## config.mk

```make
export PLATFORM = sky130hd
export DESIGN_NAME = switch_debounce4
export DESIGN_NICKNAME = d
export VERILOG_FILES = /design/src/rtl/debounce_pkg.sv /design/src/rtl/debounce_ch.sv /design/src/rtl/switch_debounce4.sv
export SDC_FILE = /design/constraint.sdc
export NUM_CORES = 1
export LEC_CHECK = 0
export ABC_CLOCK_PERIOD_IN_PS = 4100
export CAP_MARGIN = 20
export CORE_MARGIN = 3
export CORE_UTILIZATION = 64
export DETAILED_ROUTE_END_ITERATION = 10
export PLACE_DENSITY_LB_ADDON = 0.08
export SETUP_SLACK_MARGIN = 0.3
export SLEW_MARGIN = 25
export SYNTH_ARGS = -nofsm -noshare
export SYNTH_HDL_FRONTEND = slang
export SYNTH_SLANG_ARGS = --single-unit
```

## constraint.sdc

```tcl
create_clock -name clk -period 4.1 [get_ports clk]
set_input_delay 0.82 -clock clk [delete_from_list [all_inputs] [get_ports clk]]
set_output_delay 0.82 -clock clk [all_outputs]
set_load 0.005 [all_outputs]
```

## src/rtl/debounce_pkg.sv

```systemverilog
// debounce_pkg: shared constants for the four-channel switch debouncer.
`default_nettype none

package debounce_pkg;

  localparam int NUM_CH         = 4;
  localparam int CNT_W_DEF      = 16;
  localparam int STABLE_CNT_DEF = 50000;
  // Short interval so simulations reach a level change in a handful of cycles.
  localparam int STABLE_CNT_SIM = 4;

endpackage

`default_nettype wire

```

## src/rtl/debounce_ch.sv

```systemverilog
// ----------------------------------------------------------------------------
// debounce_ch: one channel -- 2-flop synchroniser, stability counter, level
// register, optional edge pulses (SWITCH_DEBOUNCE_EDGE_EN).
// Revision: 1.0
// ----------------------------------------------------------------------------
`default_nettype none

module debounce_ch #(
  parameter int CNT_W      = 16,
  parameter int STABLE_CNT = 50000
) (
  input  logic clk,
  input  logic rst,
  input  logic sw_in,
  output logic sw_out,
  output logic sw_rise,
  output logic sw_fall
);

  localparam logic [CNT_W-1:0] CNT_MAX = CNT_W'(STABLE_CNT - 1);

  logic             s1;
  logic             s2;
  logic [CNT_W-1:0] cnt;
  logic             accept;

  // A new level is taken only after STABLE_CNT consecutive mismatched cycles.
  assign accept = (s2 != sw_out) && (cnt == CNT_MAX);

  always_ff @(posedge clk or posedge rst) begin
    if (rst) begin
      s1     <= 1'b0;
      s2     <= 1'b0;
      cnt    <= '0;
      sw_out <= 1'b0;
    end else begin
      s1 <= sw_in;
      s2 <= s1;
      if (s2 == sw_out) begin
        cnt <= '0;
      end else if (accept) begin
        sw_out <= s2;
        cnt    <= '0;
      end else begin
        cnt <= cnt + 1'b1;
      end
    end
  end

`ifdef SWITCH_DEBOUNCE_EDGE_EN
  always_ff @(posedge clk or posedge rst) begin
    if (rst) begin
      sw_rise <= 1'b0;
      sw_fall <= 1'b0;
    end else begin
      sw_rise <= accept &&  s2;
      sw_fall <= accept && !s2;
    end
  end
`else
  assign sw_rise = 1'b0;
  assign sw_fall = 1'b0;
`endif

endmodule

`default_nettype wire

```

## src/rtl/switch_debounce4.sv

```systemverilog
// ----------------------------------------------------------------------------
// switch_debounce4: four independent debounced switch channels feeding the
// AND-OR gate inputs. Edge pulses enabled by SWITCH_DEBOUNCE_EDGE_EN.
// Revision: 1.0
// ----------------------------------------------------------------------------
`default_nettype none

module switch_debounce4
  import debounce_pkg::*;
#(
  parameter int CNT_W      = CNT_W_DEF,
  parameter int STABLE_CNT = STABLE_CNT_DEF
) (
  input  logic              clk,
  input  logic              rst,
  input  logic [NUM_CH-1:0] sw_in,
  output logic [NUM_CH-1:0] sw_out,
  output logic [NUM_CH-1:0] sw_rise,
  output logic [NUM_CH-1:0] sw_fall
);

  for (genvar i = 0; i < NUM_CH; i++) begin : g_ch
    debounce_ch #(
      .CNT_W      (CNT_W),
      .STABLE_CNT (STABLE_CNT)
    ) u_ch (
      .clk     (clk),
      .rst     (rst),
      .sw_in   (sw_in[i]),
      .sw_out  (sw_out[i]),
      .sw_rise (sw_rise[i]),
      .sw_fall (sw_fall[i])
    );
  end

endmodule

`default_nettype wire

```

==> results of run 1 <==
==> how the worst max path moves through the flow <==
| stage | endpoint | slack [ns] |
|---|---|---|
| finish | sw_out[1] | 2.03 |
| global placement | g_ch[0].u_ch.cnt[7] | 2.01 |
| detailed placement | g_ch[3].u_ch.cnt[15] | 2.01 |
| global route | sw_out[0] | 1.94 |
| floorplan | g_ch[0].u_ch.cnt[0] | 1.34 |
| CTS | sw_out[0] | 2.00 |
==> state kept, by name, indices dropped and copies added, names as in the netlist <==
register and cells:
g_ch.u_ch.cnt 64, g_ch.u_ch.sw_out 4, g_ch.u_ch.s2 4, g_ch.u_ch.s1 4
==> synth_stat cells, types with 7 or more instances <==
| cell | number | share of area (%) |
|---|---|---|
| dfrtp_1 | 76 | 53 |
| nor2_1 | 71 | 7.4 |
| xnor2_1 | 46 | 11 |
| nand3_1 | 23 | 3.2 |
| nor4_1 | 15 | 2.6 |
| nand2_1 | 14 | 1.5 |
| nand4_1 | 13 | 2.3 |
| buf_4 | 12 | 2.5 |
| inv_1 | 12 | 1.3 |
| nor3_1 | 12 | 1.7 |
| xor2_1 | 11 | 2.7 |
| and3_1 | 7 | 1.2 |
==> power groups by stage <==
stage               Combinational, mW  Sequential (mW)  Clock (mW)
finish                         0.0497            0.775       0.619
detailed placement             0.0508            0.789           0
floorplan                      0.0416            0.787           0
global route                   0.0580            0.776       0.674
global placement               0.0497            0.788           0
CTS                            0.0511            0.775       0.637
==> final cells by class <==
class | instances | area [um^2]
timing repair buffer | 11 | 105
clock inverter | 4 | 72.6
clock buffer | 12 | 145
inverter | 12 | 45.0
tap | 70 | 87.6
fill | 382 | 1350
multi-input combinational | 255 | 1570
sequential | 76 | 1900
==> stage by stage <==
step	std cells	hold slack, ns	area, um^2	setup slack, ns
3_3_place_gp	424	0.333	3700	2.01
4_1_cts	440	0.353	3920	2.00
2_1_floorplan	359	0.331	3620	1.34
5_1_grt	440	0.359	3920	1.94
6_report	440	0.349	3920	2.03
3_5_place_dp	424	0.336	3700	2.01
==> layer usage <==
metal / GRT usage (%) / vias to the layer above
li1: - / 1211
met1: 28.3 / 1190
met2: 33.3 / 39
met3: 7.32 / 8
met4: 7.09 / 0
met5: 0 / -
==> logic make-up after synthesis <==
| group | Yosys count | share of synthesized area [%] |
|---|---|---|
| and+or+nand+nor | 175 | 24.6 |
| DFF | 76 | 52.9 |
| xor gates and xnor gates | 57 | 13.9 |
| buffers and inverters | 28 | 4.42 |
| AOI/OAI and AO/OA | 7 | 1.25 |
| adders and majority gates | 4 | 1.39 |
| muxes | 4 | 1.36 |
| other | 1 | 0.104 |
==> results.cfg, run 1 <==
[clock_tree]
clock_latency_ns = 0.34
cts_setup_buffers = 0
ctsHoldBuffers = 0
htree_levels = 3
cts-buffers-inserted = 9
numClockSinks = 76
root_buffer = clkbuf_8
clockBufferDepth = 2
tritoncts = built
cts_resized = 0
clk_pin_slew_ns = 0.08

[pwr]
power_density_nw_per_um2 = 368
irDropWorstVdd_v = 0.000260
clock_power_share_pct = 42.9
power.net_switching_mw = 0.305
p_int_mw = 1.14
leakagePower_nw = 1.57
comb_power_share_pct = 3.4
power.share.sequential_pct = 53.7
power.total_mw = 1.44
swShare_pct = 21.2

[placed_design]
gp_congestion = 0.806
dp_hpwl_um = 3870
io_buffers = 9

[synth]
avgSynthCellArea_um2 = 10.2
synthCells = 352
synth-edff-count = 0
yosysWarnings = 0
synth_area_um2 = 3590
ys_ff_latch = 76
synth.distinct_cells = 35
synth-main-ff-cell = dfrtp_1
synthArstFlopShare_pct = 100
synth_seq_area_share_pct = 52.9

[route]
wl_met2_um = 2820
wl_per_cell_um = 13.5
vias_per_cell = 5.56
dr.pass1.iters = 4
num_vias = 2448
highest-signal-layer = met4
post-route-drc-count = 0
wl_met1_um = 2820
wirelength_um = 5950
drtAntennaViolNets = 0
route.met3.wl_um = 237
drtIter0Drc = 180

[worst_hold_path]
holdPathStages = 0
hold-path-endpoint = g_ch[1].u_ch.s2
hp-start = g_ch[1].u_ch.s1
hp-class = reg -> reg

[worst_setup_path]
endpoint_kind = primary output
cp_num_buf_inv = 1
path_depth = 1
r2r-start = g_ch[1].u_ch.cnt[0]
reg2reg_depth = 5
critPathLaunchType = flip-flop
slowest_stage = clkdlybuf4s50_1
crit_path_max_fanout = 3
critical_path_class = reg -> out
reg2reg_slack_ns = 2.10
required_ns = 3.28
crit_start = g_ch[1].u_ch.sw_out
crit_chain = clkdlybuf4s50_1
crit_arrival_ns = 1.25
slowest_delay_ns = 0.51
r2r_end = g_ch[1].u_ch.cnt[6]
cp_top_family = buffers and inverters

[floorplanning]
io-pin-count = 18
initial_utilization_pct = 68.2
core_um2 = 5270
die_area_um2 = 6550
die_w_um = 80.9
die_h_um = 80.9
core.rowCount = 26

[cells_and_area]
nets = 375
drive_above_1_share_pct = 7.30
final_util_pct = 74.4
diodes = 0
area_growth_pct = 9.20
layout_common_cells = dfrtp_1 (76), nor2_1 (71), xnor2_1 (46)
final_common_cell = dfrtp_1

[run_status]
status = finished, final reports clean

[timing]
slew_headroom_pct = 39.5
finClkSkew_ns = 0.00510
hold_viol_final = 0
finalSetupViolations = 0
max_freq_mhz = 483
fin_tns_setup_ns = 0
rsz0062_at_grt = false
fin_crit_sh_pct = 50.5
worst-slew-pin-transition_ns = 0.907
min_period_ns = 2.07
slew_violations = 0

[global_routing]
grt_pass1_vias = 2405
grt-ovfl-total = 0
grt_use_total_pct = 21.4
antenna_found_initial = 0
grt_pass1_wl_um = 10800
grt_max_degree = 77

[flow_run]
maxCapViolCount = 0
No activity file was read; power rests on OpenSTA's default activity.
==> inputs of run 2 (changes only) <==
--- a/config.mk
+++ b/config.mk
@@ -5,10 +5,10 @@
 export SDC_FILE = /design/constraint.sdc
 export NUM_CORES = 1
 export LEC_CHECK = 0
-export ABC_CLOCK_PERIOD_IN_PS = 4100
+export ABC_CLOCK_PERIOD_IN_PS = 2000
 export CAP_MARGIN = 20
 export CORE_MARGIN = 3
-export CORE_UTILIZATION = 64
+export CORE_UTILIZATION = 60
 export DETAILED_ROUTE_END_ITERATION = 10
 export PLACE_DENSITY_LB_ADDON = 0.08
 export SETUP_SLACK_MARGIN = 0.3
==> constraint.sdc (replaced) <==
create_clock -name clk -period 2 [get_ports clk]
set_input_delay 0.4 -clock clk [delete_from_list [all_inputs] [get_ports clk]]
set_output_delay 0.4 -clock clk [all_outputs]
set_load 0.005 [all_outputs]
==> run 2 against run 1 <==
  * Combinational power rose to 2.6 times the previous value
  * Clock power grew 79%
  * Sequential share of layout area down 2.9 points
  * Wire length up 16%
  * Register-to-register slack got worse by 2.0 ns
  * Clock skew about the same
  * Critical path depth grew 2
  * Largest power group unchanged
==> results.cfg, run 2 (synthesis results as in run 1) <==
[clock_tree]
ctsHoldBuffers = 0
tritoncts = built
clock_latency_ns = 0.34
htree_levels = 3
numClockSinks = 76
cts-buffers-inserted = 9
root_buffer = clkbuf_8
clockBufferDepth = 2
clk_pin_slew_ns = 0.07

[worst_setup_path]
reg2reg_slack_ns = 0.06
r2r-start = g_ch[3].u_ch.cnt[12]
critical_path_class = reg -> reg
crit_chain = or4b_4 -> or4_4 -> mux2_4
endpoint = g_ch[3].u_ch.sw_out
crit_arrival_ns = 2.16
reg2reg_depth = 3
critPathLaunchType = flip-flop
required_ns = 2.22
endpoint_kind = flip-flop
slowest_stage = or4_4
crit_path_max_fanout = 4
slowest_delay_ns = 0.57
r2r_end = g_ch[3].u_ch.sw_out
crit_start = g_ch[3].u_ch.cnt[12]

[route]
num_vias = 2612
wl_per_cell_um = 15.0
dr.pass1.iters = 4
drtAntennaViolNets = 0
post-route-drc-count = 0
wirelength_um = 6920
vias_per_cell = 5.68
drtIter0Drc = 128

[cells_and_area]
top_register = g_ch.u_ch.cnt
area_growth_pct = 16.5
multi_input_area_um2 = 1690
regArea_um2 = 1910
final_common_cell = dfrtp_1
drive_above_1_share_pct = 17.0
nets = 393
fill_cells = 393
largest_reg_flops = 64
diodes = 0
layout_common_cells = dfrtp_1 (71), nor2_1 (67), xnor2_1 (46)

[timing]
fin_tns_setup_ns = 0
min_period_ns = 1.94
rsz0062_at_grt = true
hold_viol_final = 0
finClkSkew_ns = 0.00503
slew_violations = 0
worst-slew-pin-transition_ns = 0.934
slew_headroom_pct = 37.5
finalSetupViolations = 0
max_freq_mhz = 517
fin_crit_sh_pct = 96.8

[floorplanning]
io-pin-count = 18
initial_utilization_pct = 63.7
die_h_um = 83.4
die_area_um2 = 6950
die_w_um = 83.4
core.rowCount = 27
core_um2 = 5640

[global_routing]
grt_pass1_vias = 2683
met3_usage_pct = 5.75
antenna_found_initial = 0
use_met2_pct = 35.1
grt_pass1_wl_um = 11800
grt_use_total_pct = 20.8
grt_util_met1_pct = 25.7
grt-ovfl-total = 0
top_usage_layer = met2
grt_max_degree = 37

[placed_design]
gp_congestion = 0.844
io_buffers = 9
dp_hpwl_um = 4140

[worst_hold_path]
hp-start = g_ch[2].u_ch.s1
hp-class = reg -> reg
holdPathStages = 0

[flow_run]
maxCapViolCount = 0

[pwr]
power_density_nw_per_um2 = 675
power.total_mw = 2.83
leakagePower_nw = 1.67
irDropWorstVdd_v = 0.000564

[run_status]
status = finished, final reports clean
[run 2: report_power, final]
part           internal (mW)  switching [mW]  leakage (nW)
combinational         0.0511          0.0800         0.554
clock                  0.576           0.530        0.0866
sequential              1.56          0.0251          1.03
total                   2.19           0.635          1.67
[run 2: how the worst min path moves through the flow]
stage	end	slack, ns
floorplan	g_ch[0].u_ch.s2	0.33
global placement	g_ch[2].u_ch.s2	0.33
finish	g_ch[2].u_ch.s2	0.35
CTS	g_ch[2].u_ch.s2	0.35
global route	g_ch[2].u_ch.s2	0.37
detailed placement	g_ch[1].u_ch.s2	0.33
[run 2: layout make-up]
| class | count | area share, % |
|---|---|---|
| tap | 72 | 2.15 |
| timing repair buffer | 28 | 6.40 |
| multi-input combinational | 256 | 40.3 |
| inverter | 12 | 1.17 |
| clock inverter | 4 | 1.20 |
| clock buffer | 12 | 3.23 |
| sequential | 76 | 45.6 |
[run 2: routing by layer]
metal / vias up / wire (um) / share of wire (%)
met5: - / 0 / 0
met1: 1278 / 3010 / 44
met2: 73 / 3500 / 51
met3: 10 / 317 / 4.6
met4: 0 / 85 / 1.2
li1: 1251 / - / -
[run 2: what timing repair did]
item,CTS,global route
endpoints found under the setup margin,32,64
gates resized for setup,5,27
endpoints found under the hold margin,0,0
pin swaps,2,4
buffers inserted,9,4
gates cloned,1,0
[run 2: critical path: cells and delay by family, from the launching register on]
family | cells | cell delay, ns
flip-flops | 1 | 0.41
multiplexers | 1 | 0.31
AND/OR/NAND/NOR | 2 | 1.10
[run 2: stage by stage]
| stage | cell area (um^2) | utilization, % | setup slack, ns | hold slack [ns] | std cells |
|---|---|---|---|---|---|
| finish | 4190 | 74.2 | 0.0645 | 0.351 | 460 |
| global route | 4190 | 74.2 | 0.0163 | 0.371 | 460 |
| CTS | 4060 | 71.9 | 0.120 | 0.353 | 456 |
| detailed placement | 3770 | 66.8 | 0.0453 | 0.335 | 430 |
| global placement | 3770 | 66.8 | 0.0969 | 0.332 | 430 |
| floorplan | 3630 | - | 0.157 | 0.331 | 359 |
==> inputs of run 3 (changes only) <==
--- a/config.mk
+++ b/config.mk
@@ -5,11 +5,12 @@
 export SDC_FILE = /design/constraint.sdc
 export NUM_CORES = 1
 export LEC_CHECK = 0
-export ABC_CLOCK_PERIOD_IN_PS = 2000
+export ABC_CLOCK_PERIOD_IN_PS = 2400
 export CAP_MARGIN = 20
 export CORE_MARGIN = 3
-export CORE_UTILIZATION = 60
+export CORE_UTILIZATION = 65
 export DETAILED_ROUTE_END_ITERATION = 10
+export DONT_BUFFER_PORTS = 1
 export PLACE_DENSITY_LB_ADDON = 0.08
 export SETUP_SLACK_MARGIN = 0.3
 export SLEW_MARGIN = 25
==> constraint.sdc (replaced) <==
create_clock -name clk -period 2.4 [get_ports clk]
set_input_delay 0.48 -clock clk [delete_from_list [all_inputs] [get_ports clk]]
set_output_delay 0.48 -clock clk [all_outputs]
set_load 0.005 [all_outputs]
==> run 3 against run 2 <==
  * Non-clock buffer count shrank 22
  * Hold slack lost 0.26 ns
  * Largest power group unchanged
  * Die area shrank 7.1%
  * Clock-buffer cell count decreased by 2
  * Sequential power is 17% lower
==> results.cfg, run 3 (synthesis results as in run 1) <==
[floorplanning]
die_h_um = 80.3
die_w_um = 80.3
core.rowCount = 26
core_um2 = 5240
io-pin-count = 18
initial_utilization_pct = 68.6
die_area_um2 = 6450

[clock_tree]
numClockSinks = 76
htree_levels = 3
clockBufferDepth = 2
cts_setup_buffers = 0
cts_resized = 0
ctsHoldBuffers = 0
root_buffer = clkbuf_8
cts-buffers-inserted = 9
clk_pin_slew_ns = 0.08
clock_latency_ns = 0.35
tritoncts = built

[route]
wirelength_um = 6040
drtIter0Drc = 144
post-route-drc-count = 0
num_vias = 2456
vias_per_cell = 5.65
wl_per_cell_um = 13.9
drtAntennaViolNets = 0
dr.pass1.iters = 4

[worst_setup_path]
required_ns = 2.62
crit_arrival_ns = 2.19
crit_path_max_fanout = 15
critical_path_class = reg -> reg
endpoint_kind = flip-flop
critPathLaunchType = flip-flop

[timing]
layout_setup_ws_ns = 0.431
finClkSkew_ns = 0.00650
fin_crit_sh_pct = 82.0
rsz0062_at_grt = false
max_freq_mhz = 508
fin_tns_setup_ns = 0
finalSetupViolations = 0
slew_violations = 0
min_period_ns = 1.97
worst-slew-pin-transition_ns = 0.651
hold_viol_final = 0
slew_headroom_pct = 56.5
hold-worst-slack_ns = 0.0861

[cells_and_area]
final_common_cell = dfrtp_1
final_util_pct = 73.3
diodes = 0
area_growth_pct = 6.93
fill_cells = 384
layout_common_cells = dfrtp_1 (76), nor2_1 (71), xnor2_1 (46)
postLayoutCellArea_um2 = 3840
final_cells = 435
nets = 370
largest_reg_flops = 64
drive_above_1_share_pct = 8.77
regArea_um2 = 1900
top_register = g_ch.u_ch.cnt
multi_input_area_um2 = 1570

[pwr]
leakagePower_nw = 1.54
irDropWorstVdd_v = 0.000450
power_density_nw_per_um2 = 611
power.total_mw = 2.35

[placed_design]
gp_congestion = 0.852
io_buffers = 0
place_ws_ns = 0.435
placed_cells = 419
dp_hpwl_um = 4080
postPlaceCellArea_um2 = 3650

[global_routing]
use_met2_pct = 34.3
grt_max_degree = 33
met3_usage_pct = 7.96
grt_use_total_pct = 22.0
grt_pass1_vias = 2427
grt-ovfl-total = 0
grt_util_met1_pct = 28.7
antenna_found_initial = 0
grt_pass1_wl_um = 10900
top_usage_layer = met2

[run_status]
status = finished, final reports clean

[flow_run]
maxCapViolCount = 0

[worst_hold_path]
hp-class = in -> async
run 3: cell count changes in the layout (fill, tap and decap cells not counted), moves of 3 or more:
cell / previous run / this run
nor2_1: 67 / 71
nor2_2: 3 / 0
clkdlybuf4s50_1: 8 / 0
dfrtp_1: 71 / 76
dfrtp_2: 5 / 0
buf_4: 15 / 6
run 3: worst paths after layout:
check	slack, ns	endpoint	cells past startpoint	startpoint
max in group asynchronous	1.69	g_ch[1].u_ch.cnt[13]	2	rst
worst min register to register	0.36	g_ch[3].u_ch.s2	0	g_ch[3].u_ch.s1
worst min-delay path	0.09	g_ch[0].u_ch.s2	1	rst
worst max register to register	0.43	g_ch[3].u_ch.cnt[7]	4	g_ch[3].u_ch.cnt[4]
min in group clk	0.16	g_ch[1].u_ch.s1	0	sw_in[1]
worst max-delay path	0.43	g_ch[3].u_ch.cnt[7]	4	g_ch[3].u_ch.cnt[4]
run 3: routing by layer:
metal | share of wire (%) | up-vias
met4 | 0.91 | 0
met2 | 47 | 49
met5 | 0 | -
met3 | 5.2 | 7
met1 | 47 | 1206
li1 | - | 1194
run 3: cell type report:
class	instances	area share [%]
Multi-Input combinational cell	255	40.7
Tap cell	70	2.28
Timing Repair Buffer	6	1.17
Inverter	12	1.27
Clock buffer	10	3.32
Sequential cell	76	49.5
Clock inverter	6	1.69
run 3: worst max-delay path, cell delays in order, from the launching register on:
cell	delay [ns]
dfrtp_1	0.42
or4b_1	0.54
or4_4	0.55
nand2_2	0.25
nor2_1	0.09
run 3: power breakdown:
part	total (mW)	switching, mW	internal (mW)	leakage (nW)
combinational	0.0799	0.0560	0.0239	0.413
clock	0.944	0.464	0.480	0.0962
sequential	1.32	0.0210	1.30	1.03
total	2.35	0.541	1.81	1.54
==> patch, RTL diff (config.mk and constraints of run 3) <==
Put a register stage on the output `sw_out`, without a reset. The value now appears one clock later. The other outputs are not delayed to match.
--- a/src/rtl/switch_debounce4.sv
+++ b/src/rtl/switch_debounce4.sv
@@ -21,2 +21,4 @@
 
+  logic [NUM_CH-1:0] sw_d;
+
   for (genvar i = 0; i < NUM_CH; i++) begin : g_ch
@@ -29,3 +31,3 @@
       .sw_in   (sw_in[i]),
-      .sw_out  (sw_out[i]),
+      .sw_out  (sw_d[i]),
       .sw_rise (sw_rise[i]),
@@ -33,2 +35,6 @@
     );
+  end
+
+  always_ff @(posedge clk) begin
+      sw_out <= sw_d;
   end
Behaviour: no difference found for any inputs over 10 cycles, from zero or initial values and one cycle with rst high; that may be too few to reach the edited logic, so the function may still have changed.
==> patch against run 3 <==
- worst setup slack got worse by 4.4 ps
- highest routed layer unchanged
- largest cell class unchanged
- hold slack improved by 70 ps
- sequential share of layout area rose by 0.79 points
- sequential cell count rose by 4
- power rose by 8.1%
- wire length fell by 0.18%
- area after synthesis rose by 1.4%
- final area rose by 2.6%
- clock skew barely moved
- global-route usage fell by 0.21 points
- synthesized cell count did not move
- critical endpoint is now g_ch[3].u_ch.cnt[13]
- via count rose by 1.7%
==> patch: results (changes against run 3) <==
\begin{tabular}{lr}
\hline
Metric & Value \\
\hline
\multicolumn{2}{l}{\textbf{Status}} \\
\quad Status & finished clean \\
\multicolumn{2}{l}{\textbf{Synth}} \\
\quad Sequential element share of the synthesized area & 54.4\% (+1.5 points) \\
\quad Mapped Avg Cell Area & 10.3 µm² (+1.4\%) \\
\quad Synthesized-area fraction occupied by xor and xnor cells & 13.7\% (-0.19 points) \\
\quad Top post-synthesis cells by area & sky130\_fd\_sc\_hd\_\_dfrtp\_1 (52\%), sky130\_fd\_sc\_hd\_\_xnor2\_1 (11\%), sky130\_fd\_sc\_hd\_\_nor2\_1 (7.3\%), sky130\_fd\_sc\_hd\_\_nand3\_1 (3.2\%), sky130\_fd\_sc\_hd\_\_xor2\_1 (2.6\%) \\
\quad Synth cell types & 36 (+2.9\%) \\
\quad Fraction of registers with async set/reset & 95.0\% (-5.0 points) \\
\quad Post-synthesis mux area share & 1.34\% (-0.019 points) \\
\quad Synth Area in Compound Gates & 1.24\% (-0.017 points) \\
\multicolumn{2}{l}{\textbf{Drt}} \\
\quad Vias & 2497 (+1.7\%) \\
\quad Detailed Route Iter0 Violations & 93 (-35\%) \\
\quad Remaining antenna violation count & 0 (unchanged) \\
\quad Routed vias/inst & 5.70 (+0.97\%) \\
\quad Routed WL & 6030 µm (-0.18\%) \\
\multicolumn{2}{l}{\textbf{Global route}} \\
\quad Largest net degree at the start of global routing & 26 (-21\%) \\
\quad Via count of the first global-routing pass & 2421 (-0.25\%) \\
\quad Global-route total usage across every layer & 21.8\% (-0.21 points) \\
\multicolumn{2}{l}{\textbf{STA}} \\
\quad Clk\_skew & 6.42 ps (-0.0821 ps) \\
\quad Minimum clock period & 1970 ps (+4.39 ps) \\
\quad Pin slew with the least headroom to its limit & 486 ps (-165 ps) \\
\quad Min Hold Slack & 156 ps (+70.1 ps) \\
\multicolumn{2}{l}{\textbf{Placement}} \\
\quad Worst slack after detailed placement & 444 ps (+8.91 ps) \\
\quad Final HPWL DP & 4080 µm (+0.12\%) \\
\quad Total placed instance area & 0.00371 mm² (+1.8\%) \\
\quad Instance count after placement with tap cells included & 421 (+0.48\%) \\
\quad Final weighted congestion in routability-driven placement & 0.890 (+4.4\%) \\
\multicolumn{2}{l}{\textbf{Cells and area}} \\
\quad Final layout net count & 373 (+0.81\%) \\
\quad Layout cells sized above 1 & 7.61\% (-1.2 points) \\
\quad Count of filler cells inserted in the layout & 381 (-0.78\%) \\
\multicolumn{2}{l}{\textbf{Worst hold path}} \\
\quad Worst hold path class & primary input to flop \\
\multicolumn{2}{l}{\textbf{Pwr}} \\
\quad Leak pwr & 1.58 nW (+2.3\%) \\
\quad Worst voltage drop across the vdd grid & 0.000456 V (+1.3\%) \\
\multicolumn{2}{l}{\textbf{CTS}} \\
\quad Maximum number of buffers from clock root to sink & 2 (unchanged) \\
\multicolumn{2}{l}{\textbf{Critical path}} \\
\quad End point of the critical path & g\_ch[3].u\_ch.cnt[13] \\
\hline
\end{tabular}
==> patch: cell count changes in the layout (fill, tap and decap cells not counted) <==
cell and change:
sky130_fd_sc_hd__dfxtp_1 +4, sky130_fd_sc_hd__clkinv_2 -2, sky130_fd_sc_hd__bufinv_16 +1, sky130_fd_sc_hd__clkbuf_8 +1
sky130_fd_sc_hd__buf_4 -2, sky130_fd_sc_hd__dlygate4sd3_1 +1, sky130_fd_sc_hd__clkbuf_1 +2, sky130_fd_sc_hd__clkinv_4 -2
==> patch: power by group <==
group	switching, W	total, W	internal [W]
Clock	0.000452	0.00107	0.000616
Combinational	0.0000562	0.0000801	0.0000240
Sequential	0.0000207	0.00139	0.00137
Total	0.000529	0.00254	0.00201
==> patch: cell type report <==
type / instances / area, µm² / share of cell area (%)
Timing Repair Buffer: 5 / 40.0 / 1.02
Sequential cell: 80 / 1980 / 50.3
Clock buffer: 13 / 149 / 3.78
Inverter: 12 / 48.8 / 1.24
Multi-Input combinational cell: 255 / 1570 / 39.7
Tap cell: 70 / 87.6 / 2.22
Clock inverter: 3 / 67.6 / 1.71
==> patch: kinds of logic after synthesis <==
logic type | Yosys count
adder cells (fa/ha/maj) | 4
other | 1
multiplexers | 4
AO/OA/AOI/OAI | 7
buffers and inverters | 24
flip-flops | 80
XOR/XNOR | 57
AND/OR/NAND/NOR | 175
==> patch: per-layer routing <==
layer | up-vias | part of all wire (%) | GRT usage (%)
li1 | 1212 | - | -
met1 | 1213 | 47 | 28.4
met2 | 59 | 47 | 34.7
met3 | 13 | 4.4 | 6.32
met4 | 0 | 1.6 | 7.77
met5 | - | 0 | 0
==> patch: timing repair <==
item                       CTS  global route
hold buffers                 1             0
hold endpoints to repair    12             0
setup endpoints to repair    0             0
